$ cat config.mk
export PLATFORM = sky130hd
export DESIGN_NAME = vga_pattern_module_flat
export DESIGN_NICKNAME = d
export VERILOG_FILES = /design/src/rtl/vga_pattern_module_pkg.sv /design/src/rtl/vga_pattern_module_if.sv /design/src/rtl/vga_timing_gen.sv /design/src/rtl/vga_pattern_module.sv /design/src/flat_wrapper.sv
export SDC_FILE = /design/constraint.sdc
export NUM_CORES = 1
export LEC_CHECK = 0
export BUFFER_PORTS_ARGS = -buffer_cell sky130_fd_sc_hd__buf_4
export CORE_MARGIN = 5
export CORE_UTILIZATION = 51
export DETAILED_ROUTE_END_ITERATION = 8
export MAX_ROUTING_LAYER = met4
export PLACE_DENSITY = 0.76
export SYNTH_ARGS = -nofsm -noshare
export SYNTH_HDL_FRONTEND = slang
export SYNTH_HIERARCHICAL = 1
export SYNTH_SLANG_ARGS = --single-unit
$ cat constraint.sdc
create_clock -name VGA_CLK -period 2.43 [get_ports VGA_CLK]
set_input_delay 0.729 -clock VGA_CLK [delete_from_list [all_inputs] [get_ports VGA_CLK]]
set_output_delay 0.729 -clock VGA_CLK [all_outputs]
set_load 0.05 [all_outputs]
$ cat src/rtl/vga_pattern_module_pkg.sv
// Shared constants for the VGA pattern generator: default widths,
// pattern mode encodings and the stock 640x480@60 timing set.
package vga_pattern_module_pkg;

  localparam int D_WIDTH_DEF = 8;
  localparam int P_WIDTH_DEF = 12;

  typedef enum logic [1:0] {
    MODE_SOLID = 2'd0,
    MODE_RECT  = 2'd1,
    MODE_BARS  = 2'd2,
    MODE_CHECK = 2'd3
  } mode_e;

  localparam int H_ACTIVE_DEF = 640;
  localparam int H_FP_DEF     = 16;
  localparam int H_SYNC_DEF   = 96;
  localparam int H_BP_DEF     = 48;
  localparam int V_ACTIVE_DEF = 480;
  localparam int V_FP_DEF     = 10;
  localparam int V_SYNC_DEF   = 2;
  localparam int V_BP_DEF     = 33;

  // Bars run white at the left down to black at the right.
  function automatic logic [2:0] bar_code(input logic [2:0] bar);
    return 3'd7 - bar;
  endfunction

endpackage

$ cat src/rtl/vga_pattern_module_if.sv
// Configuration inputs and VGA pin outputs of the pattern generator.
// Free-running raster: no valid/ready flow control on either side.
interface vga_pattern_module_if #(
  parameter int D_WIDTH = 8,
  parameter int P_WIDTH = 12
);
  logic [1:0]         MODE;
  logic [D_WIDTH-1:0] Red;
  logic [D_WIDTH-1:0] Green;
  logic [D_WIDTH-1:0] Blue;
  logic [P_WIDTH-1:0] RECT_X0;
  logic [P_WIDTH-1:0] RECT_X1;
  logic [P_WIDTH-1:0] RECT_Y0;
  logic [P_WIDTH-1:0] RECT_Y1;
  logic [D_WIDTH-1:0] VGA_R;
  logic [D_WIDTH-1:0] VGA_G;
  logic [D_WIDTH-1:0] VGA_B;
  logic               VGA_HS;
  logic               VGA_VS;
  logic               VGA_DE;
  logic               FRAME_START;
  logic [7:0]         FRAME_CNT;

  modport master (
    output MODE, Red, Green, Blue, RECT_X0, RECT_X1, RECT_Y0, RECT_Y1,
    input  VGA_R, VGA_G, VGA_B, VGA_HS, VGA_VS, VGA_DE, FRAME_START, FRAME_CNT
  );

  modport slave (
    input  MODE, Red, Green, Blue, RECT_X0, RECT_X1, RECT_Y0, RECT_Y1,
    output VGA_R, VGA_G, VGA_B, VGA_HS, VGA_VS, VGA_DE, FRAME_START, FRAME_CNT
  );
endinterface

$ cat src/rtl/vga_timing_gen.sv
// Raster counters with active/sync decode and the last-pixel-of-frame strobe.
// Decoded outputs are combinational from the counters (stage 0).
module vga_timing_gen #(
  parameter int P_WIDTH  = 12,
  parameter int H_ACTIVE = 640,
  parameter int H_FP     = 16,
  parameter int H_SYNC   = 96,
  parameter int H_BP     = 48,
  parameter int V_ACTIVE = 480,
  parameter int V_FP     = 10,
  parameter int V_SYNC   = 2,
  parameter int V_BP     = 33
) (
  input  logic               clk,
  input  logic               rst,
  output logic [P_WIDTH-1:0] h,
  output logic [P_WIDTH-1:0] v,
  output logic               active,
  output logic               hs_act,
  output logic               vs_act,
  output logic               frame_end
);

  localparam int H_TOTAL = H_ACTIVE + H_FP + H_SYNC + H_BP;
  localparam int V_TOTAL = V_ACTIVE + V_FP + V_SYNC + V_BP;

  localparam logic [P_WIDTH-1:0] H_LAST = P_WIDTH'(H_TOTAL - 1);
  localparam logic [P_WIDTH-1:0] V_LAST = P_WIDTH'(V_TOTAL - 1);
  localparam logic [P_WIDTH-1:0] H_ACT  = P_WIDTH'(H_ACTIVE);
  localparam logic [P_WIDTH-1:0] V_ACT  = P_WIDTH'(V_ACTIVE);
  localparam logic [P_WIDTH-1:0] HS_BEG = P_WIDTH'(H_ACTIVE + H_FP);
  localparam logic [P_WIDTH-1:0] HS_END = P_WIDTH'(H_ACTIVE + H_FP + H_SYNC);
  localparam logic [P_WIDTH-1:0] VS_BEG = P_WIDTH'(V_ACTIVE + V_FP);
  localparam logic [P_WIDTH-1:0] VS_END = P_WIDTH'(V_ACTIVE + V_FP + V_SYNC);

  always_ff @(posedge clk) begin
    if (rst) begin
      h <= '0;
      v <= '0;
    end else if (h == H_LAST) begin
      h <= '0;
      v <= (v == V_LAST) ? '0 : v + P_WIDTH'(1);
    end else begin
      h <= h + P_WIDTH'(1);
    end
  end

  assign active    = (h < H_ACT) && (v < V_ACT);
  assign hs_act    = (h >= HS_BEG) && (h < HS_END);
  assign vs_act    = (v >= VS_BEG) && (v < VS_END);
  assign frame_end = (h == H_LAST) && (v == V_LAST);

endmodule

$ cat src/rtl/vga_pattern_module.sv
// Parametrised VGA raster with four per-frame patterns. Config is shadowed
// at the frame boundary; every output passes through two register stages.
module vga_pattern_module
  import vga_pattern_module_pkg::*;
#(
  parameter int D_WIDTH    = D_WIDTH_DEF,
  parameter int P_WIDTH    = P_WIDTH_DEF,
  parameter int H_ACTIVE   = H_ACTIVE_DEF,
  parameter int H_FP       = H_FP_DEF,
  parameter int H_SYNC     = H_SYNC_DEF,
  parameter int H_BP       = H_BP_DEF,
  parameter int V_ACTIVE   = V_ACTIVE_DEF,
  parameter int V_FP       = V_FP_DEF,
  parameter int V_SYNC     = V_SYNC_DEF,
  parameter int V_BP       = V_BP_DEF,
  parameter bit HS_POL     = 1'b0,
  parameter bit VS_POL     = 1'b0,
  parameter int CHECK_LOG2 = 5
) (
  input  logic                 VGA_CLK,
  input  logic                 VGA_RST,
  vga_pattern_module_if.slave  bus
);

  localparam logic [P_WIDTH-1:0] BAR_W =
    P_WIDTH'((H_ACTIVE >= 8) ? (H_ACTIVE / 8) : 1);

  logic [P_WIDTH-1:0] h, v;
  logic               active, hs_act, vs_act, frame_end;

  vga_timing_gen #(
    .P_WIDTH (P_WIDTH),
    .H_ACTIVE(H_ACTIVE), .H_FP(H_FP), .H_SYNC(H_SYNC), .H_BP(H_BP),
    .V_ACTIVE(V_ACTIVE), .V_FP(V_FP), .V_SYNC(V_SYNC), .V_BP(V_BP)
  ) u_timing (
    .clk      (VGA_CLK),
    .rst      (VGA_RST),
    .h        (h),
    .v        (v),
    .active   (active),
    .hs_act   (hs_act),
    .vs_act   (vs_act),
    .frame_end(frame_end)
  );

  // Shadow config: captured on the last counter position of a frame so the
  // next frame sees one consistent set of values from its first pixel.
  mode_e              mode_s;
  logic [D_WIDTH-1:0] fg_r, fg_g, fg_b;
  logic [P_WIDTH-1:0] x0_s, x1_s, y0_s, y1_s;

  always_ff @(posedge VGA_CLK) begin
    if (VGA_RST || frame_end) begin
      mode_s <= mode_e'(bus.MODE);
      fg_r   <= bus.Red;
      fg_g   <= bus.Green;
      fg_b   <= bus.Blue;
      x0_s   <= bus.RECT_X0;
      x1_s   <= bus.RECT_X1;
      y0_s   <= bus.RECT_Y0;
      y1_s   <= bus.RECT_Y1;
    end
  end

  logic [P_WIDTH-1:0] bar_idx;
  logic [2:0]         bar, code;
  logic               fg_on;
  logic [D_WIDTH-1:0] pr, pg, pb;

  always_comb begin
    bar_idx = h / BAR_W;
    bar     = (bar_idx > P_WIDTH'(7)) ? 3'd7 : bar_idx[2:0];
    code    = bar_code(bar);
    fg_on   = 1'b0;
    pr      = '0;
    pg      = '0;
    pb      = '0;
    unique case (mode_s)
      MODE_SOLID: fg_on = 1'b1;
      MODE_RECT:  fg_on = (h >= x0_s) && (h < x1_s) && (v >= y0_s) && (v < y1_s);
      MODE_BARS: begin
        pr = code[2] ? '1 : '0;
        pg = code[1] ? '1 : '0;
        pb = code[0] ? '1 : '0;
      end
      MODE_CHECK: fg_on = (h[CHECK_LOG2] ^ v[CHECK_LOG2]) == 1'b0;
    endcase
    if (fg_on) begin
      pr = fg_r;
      pg = fg_g;
      pb = fg_b;
    end
  end

  // Stage 1: decode and colour, blanked outside active video.
  logic               de1, hs1, vs1, fs1;
  logic [D_WIDTH-1:0] r1, g1, b1;
  logic               seen_first;

  always_ff @(posedge VGA_CLK) begin
    if (VGA_RST) begin
      de1 <= 1'b0;
      hs1 <= 1'b0;
      vs1 <= 1'b0;
      fs1 <= 1'b0;
      r1  <= '0;
      g1  <= '0;
      b1  <= '0;
    end else begin
      de1 <= active;
      hs1 <= hs_act;
      vs1 <= vs_act;
      fs1 <= (h == '0) && (v == '0);
      r1  <= active ? pr : '0;
      g1  <= active ? pg : '0;
      b1  <= active ? pb : '0;
    end
  end

  // Stage 2: pin registers. The frame counter skips the first FRAME_START
  // after reset so it counts completed frames.
  always_ff @(posedge VGA_CLK) begin
    if (VGA_RST) begin
      bus.VGA_DE      <= 1'b0;
      bus.VGA_HS      <= ~HS_POL;
      bus.VGA_VS      <= ~VS_POL;
      bus.FRAME_START <= 1'b0;
      bus.VGA_R       <= '0;
      bus.VGA_G       <= '0;
      bus.VGA_B       <= '0;
      bus.FRAME_CNT   <= 8'd0;
      seen_first      <= 1'b0;
    end else begin
      bus.VGA_DE      <= de1;
      bus.VGA_HS      <= hs1 ? HS_POL : ~HS_POL;
      bus.VGA_VS      <= vs1 ? VS_POL : ~VS_POL;
      bus.FRAME_START <= fs1;
      bus.VGA_R       <= r1;
      bus.VGA_G       <= g1;
      bus.VGA_B       <= b1;
      if (fs1) begin
        if (seen_first) bus.FRAME_CNT <= bus.FRAME_CNT + 8'd1;
        seen_first <= 1'b1;
      end
    end
  end

endmodule

$ cat src/flat_wrapper.sv
// flat-port wrapper written by rule: the top's interface ports become plain ports
module vga_pattern_module_flat import vga_pattern_module_pkg::*;
#(
  parameter int D_WIDTH    = D_WIDTH_DEF,
  parameter int P_WIDTH    = P_WIDTH_DEF,
  parameter int H_ACTIVE   = H_ACTIVE_DEF,
  parameter int H_FP       = H_FP_DEF,
  parameter int H_SYNC     = H_SYNC_DEF,
  parameter int H_BP       = H_BP_DEF,
  parameter int V_ACTIVE   = V_ACTIVE_DEF,
  parameter int V_FP       = V_FP_DEF,
  parameter int V_SYNC     = V_SYNC_DEF,
  parameter int V_BP       = V_BP_DEF,
  parameter bit HS_POL     = 1'b0,
  parameter bit VS_POL     = 1'b0,
  parameter int CHECK_LOG2 = 5
)
  (VGA_CLK, VGA_RST, bus_MODE, bus_Red, bus_Green, bus_Blue, bus_RECT_X0, bus_RECT_X1, bus_RECT_Y0, bus_RECT_Y1, bus_VGA_R, bus_VGA_G, bus_VGA_B, bus_VGA_HS, bus_VGA_VS, bus_VGA_DE, bus_FRAME_START, bus_FRAME_CNT);
  vga_pattern_module_if #(.D_WIDTH(D_WIDTH), .P_WIDTH(P_WIDTH)) bus_i ();
  input  logic VGA_CLK;
  input  logic VGA_RST;
  input wire logic [$bits(bus_i.MODE)-1:0] bus_MODE;
  input wire logic [$bits(bus_i.Red)-1:0] bus_Red;
  input wire logic [$bits(bus_i.Green)-1:0] bus_Green;
  input wire logic [$bits(bus_i.Blue)-1:0] bus_Blue;
  input wire logic [$bits(bus_i.RECT_X0)-1:0] bus_RECT_X0;
  input wire logic [$bits(bus_i.RECT_X1)-1:0] bus_RECT_X1;
  input wire logic [$bits(bus_i.RECT_Y0)-1:0] bus_RECT_Y0;
  input wire logic [$bits(bus_i.RECT_Y1)-1:0] bus_RECT_Y1;
  output wire logic [$bits(bus_i.VGA_R)-1:0] bus_VGA_R;
  output wire logic [$bits(bus_i.VGA_G)-1:0] bus_VGA_G;
  output wire logic [$bits(bus_i.VGA_B)-1:0] bus_VGA_B;
  output wire logic [$bits(bus_i.VGA_HS)-1:0] bus_VGA_HS;
  output wire logic [$bits(bus_i.VGA_VS)-1:0] bus_VGA_VS;
  output wire logic [$bits(bus_i.VGA_DE)-1:0] bus_VGA_DE;
  output wire logic [$bits(bus_i.FRAME_START)-1:0] bus_FRAME_START;
  output wire logic [$bits(bus_i.FRAME_CNT)-1:0] bus_FRAME_CNT;
  assign bus_i.MODE = bus_MODE;
  assign bus_i.Red = bus_Red;
  assign bus_i.Green = bus_Green;
  assign bus_i.Blue = bus_Blue;
  assign bus_i.RECT_X0 = bus_RECT_X0;
  assign bus_i.RECT_X1 = bus_RECT_X1;
  assign bus_i.RECT_Y0 = bus_RECT_Y0;
  assign bus_i.RECT_Y1 = bus_RECT_Y1;
  assign bus_VGA_R = bus_i.VGA_R;
  assign bus_VGA_G = bus_i.VGA_G;
  assign bus_VGA_B = bus_i.VGA_B;
  assign bus_VGA_HS = bus_i.VGA_HS;
  assign bus_VGA_VS = bus_i.VGA_VS;
  assign bus_VGA_DE = bus_i.VGA_DE;
  assign bus_FRAME_START = bus_i.FRAME_START;
  assign bus_FRAME_CNT = bus_i.FRAME_CNT;
  vga_pattern_module #(.D_WIDTH(D_WIDTH), .P_WIDTH(P_WIDTH), .H_ACTIVE(H_ACTIVE), .H_FP(H_FP), .H_SYNC(H_SYNC), .H_BP(H_BP), .V_ACTIVE(V_ACTIVE), .V_FP(V_FP), .V_SYNC(V_SYNC), .V_BP(V_BP), .HS_POL(HS_POL), .VS_POL(VS_POL), .CHECK_LOG2(CHECK_LOG2)) u_core (.VGA_CLK(VGA_CLK), .VGA_RST(VGA_RST), .bus(bus_i));
endmodule
# Yosys cells after proc, flatten, opt, wreduce, memory -nomap -nowiden
# Index checks and enable logic that the tools add are counted.
# totals
ff_bits	163
elab_cells	79
inputBits	76
output_inout_bits	36
# classes
n_div	1
n_lt_le_gt_ge	11
n_reduce_logical	15
mux	14
add_sub_neg	4
bitwise_logic	3
n_eq_ne	5
# op_table
operator	n
$mux 8	9
$add 12x1->12 const B	2
$eq 12x10->1 const B	2
$ge 12x12->1	2
$logic_not 12->1	2
$lt 12x10->1 const B	2
$lt 12x12->1	2
$lt 12x9->1 const B	2
$div 12x7->12 const B	1
$ge 12x10->1 const B	1
$ge 12x9->1 const B	1
$gt 12x3->1 const B	1
$mux 12	1
$add 8x1->8 const B	1
$logic_and 1x1->1	8
$eq 2x2->1 const B	2
$reduce_or 2->1	2
$mux 3	1
$pmux 1 s3	1
$sub 3x3->3 const A	1
$eq 2x1->1 const B	1
$logic_not 2->1	1
$mux 1	2
$not 1->1	2
other kinds (3)	3

# Logic depth before layout (Yosys ltp)
# Gate-level depths: netlist of the first run.
# logic_depth
depth_word	7
depth_mapped	12
mapped_depth_nobuf	11

# Cells and area by module
# The synthesis of the first run kept the hierarchy.
# modules_own_cells
module	cells_per_inst	seq_area_each_um2	instances	area_per_inst_um2
vga_pattern_module	504	3523.4	1	6112.1
vga_timing_gen	146	480.5	1	1261.2

# Worst setup path after synthesis of the first run
# Ideal clock, no wire load.
# synth_path
kind	register to register
startpoint	register u_core.u_timing.h[0]
endpoint	register u_core.fg_b[0], enable pin
setup_time_ns	0.400
synth_period_minus_slack_ns	2.535
n_path_buf	1
path_stages_with_launch	7
path_slack_ns	-0.105
t_arrival_ns	2.134
t_required_ns	2.030
path_cell_list	dfxtp_1 > ha_1 > and4_1 > buf_2 > nand3_2 > nor2_1 > or2_2
# synth_via
elab_chain_cells	3
# synth_rtl
item	line_no	text
start, declared	vga_timing_gen.sv:16	output logic [P_WIDTH-1:0] h,
start signal, assigned	vga_timing_gen.sv:44	h <= h + P_WIDTH'(1);
$eq 12x10->1	vga_timing_gen.sv:51	assign frame_end = (h == H_LAST) && (v == V_LAST);
$logic_and 1x1->1	vga_timing_gen.sv:51	
net u_core.frame_end	vga_pattern_module.sv:29	logic active, hs_act, vs_act, frame_end;
$logic_or 1x1->1	vga_pattern_module.sv:53	if (VGA_RST || frame_end) begin
end signal, assigned	vga_pattern_module.sv:57	fg_b <= bus.Blue;
end, declared	vga_pattern_module.sv:49	logic [D_WIDTH-1:0] fg_r, fg_g, fg_b;
# The timed path passes the listed nets, and every way through them passes these cells.
# A chain may end at the register's enable or synchronous reset.

# Final worst setup path of the first run
# layout_path
startpoint	register u_core.u_timing.v[11]
endpoint	register u_core.b1[1]
# layout_via
word_cells_on_any_way	10
classes_between	order compare: 3; mux: 2; bitwise: 1; reduce/logical: 4
# layout_rtl
item	line_no	text
start, declared	vga_timing_gen.sv:17	output logic [P_WIDTH-1:0] v,
start signal, assigned	vga_timing_gen.sv:42	v <= (v == V_LAST) ? '0 : v + P_WIDTH'(1);
$lt 12x9->1	vga_timing_gen.sv:48	assign active = (h < H_ACT) && (v < V_ACT);
$logic_and 1x1->1	vga_timing_gen.sv:48	
net u_core.active	vga_pattern_module.sv:29	
$not 1->1 (no line)	-	
$reduce_or 2->1 (no line)	-	
end signal, assigned	vga_pattern_module.sv:116	b1 <= active ? pb : '0;
end, declared	vga_pattern_module.sv:97	logic [D_WIDTH-1:0] r1, g1, b1;
# The timed path passes the listed nets, and every way through them passes these cells.

==> reports/metrics.yaml, run 1 <==
run_status:
  status: "finished with violations"
  violations: "setup timing"
synth:
  yosysWarnings: 6
  yosys_register_bits: 163
  synth_nets: 777
  syn_area_mm2: 0.00737
  synth_top_area_share_pct: 30.1
  ys.flop_type: "dfxtp_1"
  yosysTopAreaCell: "edfxtp_1"
  syn_avg_cell_area_um2: 11.3
  async_flop_share_pct: 0
  synthCells: 650
  synth.distinct_cells: 80
  ys_seq_area_share_pct: 54.3
  synthTopCellsByArea: "edfxtp_1 (30%), dfxtp_1 (24%), ha_1 (8.7%)"
  synth-edff-count: 74
route:
  drt_iter0_markers: 387
  vias_per_cell: 5.44
  postRouteAntennaNets: 0
  drc: 0
  wire_per_inst_um: 16.3
  dr.pass1.iters: 7
  drt_wl_total_um: 16500
  num_vias: 5536
min_path:
  min_to: "u_core/bus.VGA_HS"
  whs_path_depth: 1
  min_from: "u_core/hs1"
  hold_class: "flip-flop to flip-flop"
clock_tree:
  clk_path_buf_depth: 2
  htreeDepth: 4
  clock-sinks: 163
  cts_tree: "built"
  numCtsBuffers: 17
  clock_latency_ns: 0.42
  clk_pin_slew_ns: 0.06
  root_buffer: "clkbuf_16"
finish:
  area_growth_syn_to_layout_pct: 32.6
  final_cells: 1018
  drive_gt1_share_pct: 34.1
  final_common_cell: "buf_4"
  layout_common_cells: "buf_4 (160), dfxtp_1 (81), edfxtp_1 (74)"
  antenna_cells: 0
  fin_nets: 948
  fillers: 1023
sta:
  max_freq_mhz: 399
  worst_slew_pin_slew_ns: 0.504
  maxSlewHeadroom_pct: 66.0
  min_period_ns: 2.51
  setup_ws_ns: -0.0775
  setup_viol: 24
  finalHoldViolCount: 0
  fin_worst_skew_ns: 0.00681
  slew_viol_final: 0
  finalCritPeriodShare_pct: 103
  rsz0062_at_grt: "yes"
  tns_ns: -1.10
setup_path:
  endpoint_kind: "flip-flop"
  startpoint: "u_core/u_timing/v[11]"
  path_class: "flip-flop to flip-flop"
  reg2reg_depth: 13
  cp_max_fo: 8
  r2r_slack_ns: -0.08
  crit_path_start_kind: "flip-flop"
  r2r_start: "u_core/u_timing/v[11]"
  required_ns: 2.78
  critPathArrivalTime_ns: 2.86
  r2r_end: "u_core/b1[1]"
power:
  powerDensity_mw_per_mm2: 655
  p_sw_share_pct: 23.3
  sequentialPowerShare_pct: 48.6
  switchingPower_w: 0.00149
  fin_total_pwr_w: 0.00640
  p_leak_nw: 4.18
  power_frac_clock_pct: 42.1
  ir_drop_v: 0.000471
  combPwrFrac_pct: 9.3
  intPower_w: 0.00491
grt:
  grt_overflow_total: 0
  grt_usage_pct: 20.5
  grt_pass1_wl_um: 26200
  grt_pass1_vias: 5459
  antenna_found_initial: 0
  grt_max_degree: 48
placement:
  place_hpwl_um: 11600
  dp.cells: 976
  portBuffers: 111
  place_congestion: 0.889
run:
  maxCapViolCount: 0
floorplanning:
  core-area_mm2: 0.0144
  die_y_um: 130
  die_w_um: 130
  initial_utilization_pct: 51.3
  std_cell_rows: 44
  dieArea_mm2: 0.0170
  io_pins: 112
through the flow:
step | hold slack (ns) | setup slack, ns | area (µm²) | util, %
2_1_floorplan | 0.356 | 0.0722 | 7380 | -
3_5_place_dp | 0.373 | -0.137 | 8750 | 60.9
4_1_cts | 0.382 | -0.00132 | 9630 | 67.0
6_report | 0.383 | -0.0775 | 9780 | 68.0
3_3_place_gp | 0.362 | -0.00783 | 8750 | 60.9
5_1_grt | 0.392 | -0.170 | 9780 | 68.0
registers in the layout (all words and copies together), names as in the netlist, 12 cells and up:
| signal | count |
|---|---|
| u_core/x0_s | 12 |
| u_core/x1_s | 12 |
| u_core/y1_s | 12 |
| u_core/y0_s | 12 |
| u_core/u_timing/v | 12 |
| u_core/u_timing/h | 12 |
what timing repair did:
item / in CTS / in global routing
buffers inserted: 3 / 5
resized for setup: 40 / 24
setup endpoints to repair: 24 / 24
hold buffers: 0 / 0
endpoints found under the hold margin: 0 / 0
cloned: 2 / 0
pin swaps: 4 / 14
power by group through the flow:
stage               clock [W]  sequential, W  combinational, W
finish                0.00270        0.00311          0.000593
detailed placement          0        0.00317          0.000538
CTS                   0.00277        0.00311          0.000585
global placement            0        0.00317          0.000512
floorplan                   0        0.00325          0.000210
global route          0.00288        0.00313          0.000646
critical path, cell delays in order (launching register included):
cell and delay (ns):
dfxtp_1 0.33, nor3_2 0.29, nand3_1 0.11, nor2_1 0.11
nor2b_4 0.17, o211ai_1 0.10, a21oi_1 0.13, nand4_1 0.09
a2111o_1 0.33, o31ai_4 0.22, buf_12 0.17, buf_16 0.12
a22oi_1 0.10, a41oi_2 0.16
area by class of cell:
| type | instances | area, µm² | share of cell area, % |
|---|---|---|---|
| Timing Repair Buffer | 171 | 1420 | 14.6 |
| Clock buffer | 22 | 497 | 5.08 |
| Inverter | 57 | 214 | 2.19 |
| Sequential cell | 163 | 4020 | 41.2 |
| Tap cell | 184 | 230 | 2.35 |
| Clock inverter | 10 | 108 | 1.10 |
| Multi-Input combinational cell | 411 | 3280 | 33.6 |
how the worst max path moves through the flow:
stage / depth (start not counted) / slack (ns) / to
2_1_floorplan: 9 / 0.07 / u_core/b1[3]
3_3_place_gp: 10 / -0.008 / u_core/b1[5]
3_5_place_dp: 10 / -0.14 / u_core/b1[3]
4_1_cts: 11 / -0.001 / u_core/b1[3]
5_1_grt: 13 / -0.17 / u_core/b1[1]
6_report: 13 / -0.08 / u_core/b1[1]
synthesized netlist by cell type, types with 2 or more instances:
master     instances
a211oi_1           5
a21o_1            14
a21oi_1           22
a22oi_1            9
a31oi_1            3
a41oi_1            7
and2b_1            3
and3_1             5
and3_2             2
and4_1             2
buf_2              6
buf_4              2
buf_6              5
clkbuf_1           6
dfxtp_1           89
edfxtp_1          74
ha_1              51
inv_1             57
nand2_1           45
nand2b_1           6
nand2b_2           2
nand3_1           25
nand3_2            2
nand3b_1           3
nand4_1           13
nor2_1            39
nor2b_1           33
nor3_1             9
nor3b_2            3
nor4_1             6
nor4bb_1           3
o2111ai_1          2
o211ai_1           4
o21ai_0           19
or2_2              2
or3_1              8
or3_2              2
or4_1              2
xnor2_1           10
xor2_1            10
layer usage:
| layer | part of all wire (%) | vias to the layer above | global-route usage, % |
|---|---|---|---|
| met4 | 1.8 | 0 | 7.09 |
| li1 | - | 2685 | - |
| met3 | 5.7 | 30 | 4.67 |
| met2 | 51 | 166 | 34.5 |
| met1 | 41 | 2655 | 24.4 |
| met5 | 0 | - | - |
logic make-up (layout without fill, tap and decap cells):
kind of cell	Yosys count	in the layout	share of synthesized area (%)
flops	163	163	54.3
xor+xnor	21	21	2.75
compound gates	108	108	11.3
fa+ha+maj	52	52	8.81
mux	1	1	0.136
buf+inv	76	260	4.58
simple gates	229	229	18.2
(Power assumes the default switching activity.)
==> run 2, diff against run 1 <==
RECOVER_POWER = 50   (was unset)
==> run 2 against run 1 <==
The run still ends with setup timing left; sequential share of layout area increased by 0.17 points; first-iteration DRC count increased by 1.0%; clock-buffer cell count unchanged; wire length increased by 0.15%.
==> reports/metrics.yaml, run 2 (synthesis gave the netlist of run 1 again) <==
run_status:
  violations: "setup timing"
  status: "finished with violations"
floorplanning:
  io_pins: 112
  std_cell_rows: 44
  initial_utilization_pct: 51.3
  die_w_um: 130
  dieArea_mm2: 0.0170
  core-area_mm2: 0.0144
  die_y_um: 130
placement:
  place_congestion: 0.889
  dpl_cell_area_mm2: 0.00875
  place_hpwl_um: 11600
  dp.cells: 976
  portBuffers: 111
sta:
  finalHoldViolCount: 0
  max_freq_mhz: 404
  slew_viol_final: 0
  fin_worst_skew_ns: 0.00671
  finalCritPeriodShare_pct: 102
  min_period_ns: 2.47
  worst_slew_pin_slew_ns: 0.965
  fin_hold_ws_ns: 0.380
  setup_viol: 21
  rsz0062_at_grt: "yes"
  maxSlewHeadroom_pct: 35.7
  setup_ws_ns: -0.0437
finish:
  final_cells: 1018
  fin_nets: 948
  antenna_cells: 0
  final_area_mm2: 0.00974
  layout_common_cells: "dfxtp_1 (81), buf_4 (76), edfxtp_1 (74)"
  final_common_cell: "dfxtp_1"
  area_growth_syn_to_layout_pct: 32.1
  drive_gt1_share_pct: 32.9
power:
  power_frac_clock_pct: 42.3
  combPwrFrac_pct: 9.0
  p_leak_nw: 4.13
  switchingPower_w: 0.00150
  powerDensity_mw_per_mm2: 657
  p_sw_share_pct: 23.4
  fin_total_pwr_w: 0.00640
  sequentialPowerShare_pct: 48.6
  ir_drop_v: 0.000473
  intPower_w: 0.00490
min_path:
  min_from: "u_core/hs1"
  hold_class: "flip-flop to flip-flop"
clock_tree:
  clk_pin_slew_ns: 0.07
  htreeDepth: 4
  clock-sinks: 163
  root_buffer: "clkbuf_16"
  clock_latency_ns: 0.43
  cts_tree: "built"
  clk_path_buf_depth: 2
  numCtsBuffers: 17
setup_path:
  r2r_slack_ns: -0.04
  required_ns: 2.78
  critPathArrivalTime_ns: 2.83
  path_class: "flip-flop to flip-flop"
  cp_max_fo: 8
  startpoint: "u_core/u_timing/v[11]"
  r2r_start: "u_core/u_timing/v[11]"
  endpoint_kind: "flip-flop"
  crit_path_start_kind: "flip-flop"
route:
  dr.pass1.iters: 5
  drt_iter0_markers: 391
  drt_wl_total_um: 16600
  vias_per_cell: 5.42
  drc: 0
  postRouteAntennaNets: 0
  wire_per_inst_um: 16.3
  num_vias: 5521
run:
  maxCapViolCount: 0
grt:
  grt_pass1_wl_um: 26200
  grt_overflow_total: 0
  antenna_found_initial: 0
  grt_usage_pct: 20.5
  grt_max_degree: 48
  grt_pass1_vias: 5459
-- run 2: critical path, stage by stage, from the launching register on --
cell      delay, ns
dfxtp_1        0.34
nor3_2         0.26
nand3_1        0.11
nor2_1         0.10
nor2b_4        0.17
o211ai_1       0.10
a21oi_1        0.13
nand4_1        0.09
a2111o_1       0.33
o31ai_4        0.22
buf_12         0.17
buf_16         0.12
a22oi_1        0.11
a41oi_2        0.16
-- run 2: repair_timing --
item,in CTS,in global routing
setup endpoints to repair,24,24
resized for setup,40,24
setup buffers,3,5
pin swaps,4,14
endpoints found under the hold margin,0,0
gates cloned,2,0
hold buffers,0,0
-- run 2: per-layer routing --
layer | vias up | part of all wire (%) | track usage [%]
met5 | - | 0 | -
met4 | 0 | 2.0 | 7.09
met3 | 33 | 5.7 | 4.67
met2 | 166 | 51 | 34.5
met1 | 2640 | 41 | 24.4
li1 | 2682 | - | -
-- run 2: final cells by class --
cell class	count	area (µm²)
Clock buffer	22	497
Clock inverter	10	108
Fill cell	1032	4630
Inverter	57	214
Multi-Input combinational cell	411	3280
Sequential cell	163	4020
Tap cell	184	230
Timing Repair Buffer	171	1380
-- run 2: metrics by stage --
stage / worst slack (ns) / setup TNS, ns / utilization, %
floorplan: 0.0722 / 0 / -
global placement: -0.00783 / -0.0323 / 60.9
detailed placement: -0.137 / -2.03 / 60.9
CTS: -0.00132 / -0.00184 / 67.0
global route: -0.167 / -3.16 / 67.8
finish: -0.0437 / -0.289 / 67.8
-- run 2: power groups by stage --
stage	sequential [W]	clock [W]	combinational (W)
6_report	0.00311	0.00271	0.000578
5_1_grt	0.00313	0.00288	0.000632
4_1_cts	0.00311	0.00277	0.000585
3_5_place_dp	0.00317	0	0.000538
3_3_place_gp	0.00317	0	0.000512
2_1_floorplan	0.00325	0	0.000210
-- run 2: worst paths after layout --
| kind | end | cells after the start |
|---|---|---|
| min reg2reg | u_core/bus.VGA_HS | 1 |
| max reg2reg | u_core/b1[1] | 13 |
| min | u_core/bus.VGA_HS | 1 |
| max | u_core/b1[1] | 13 |
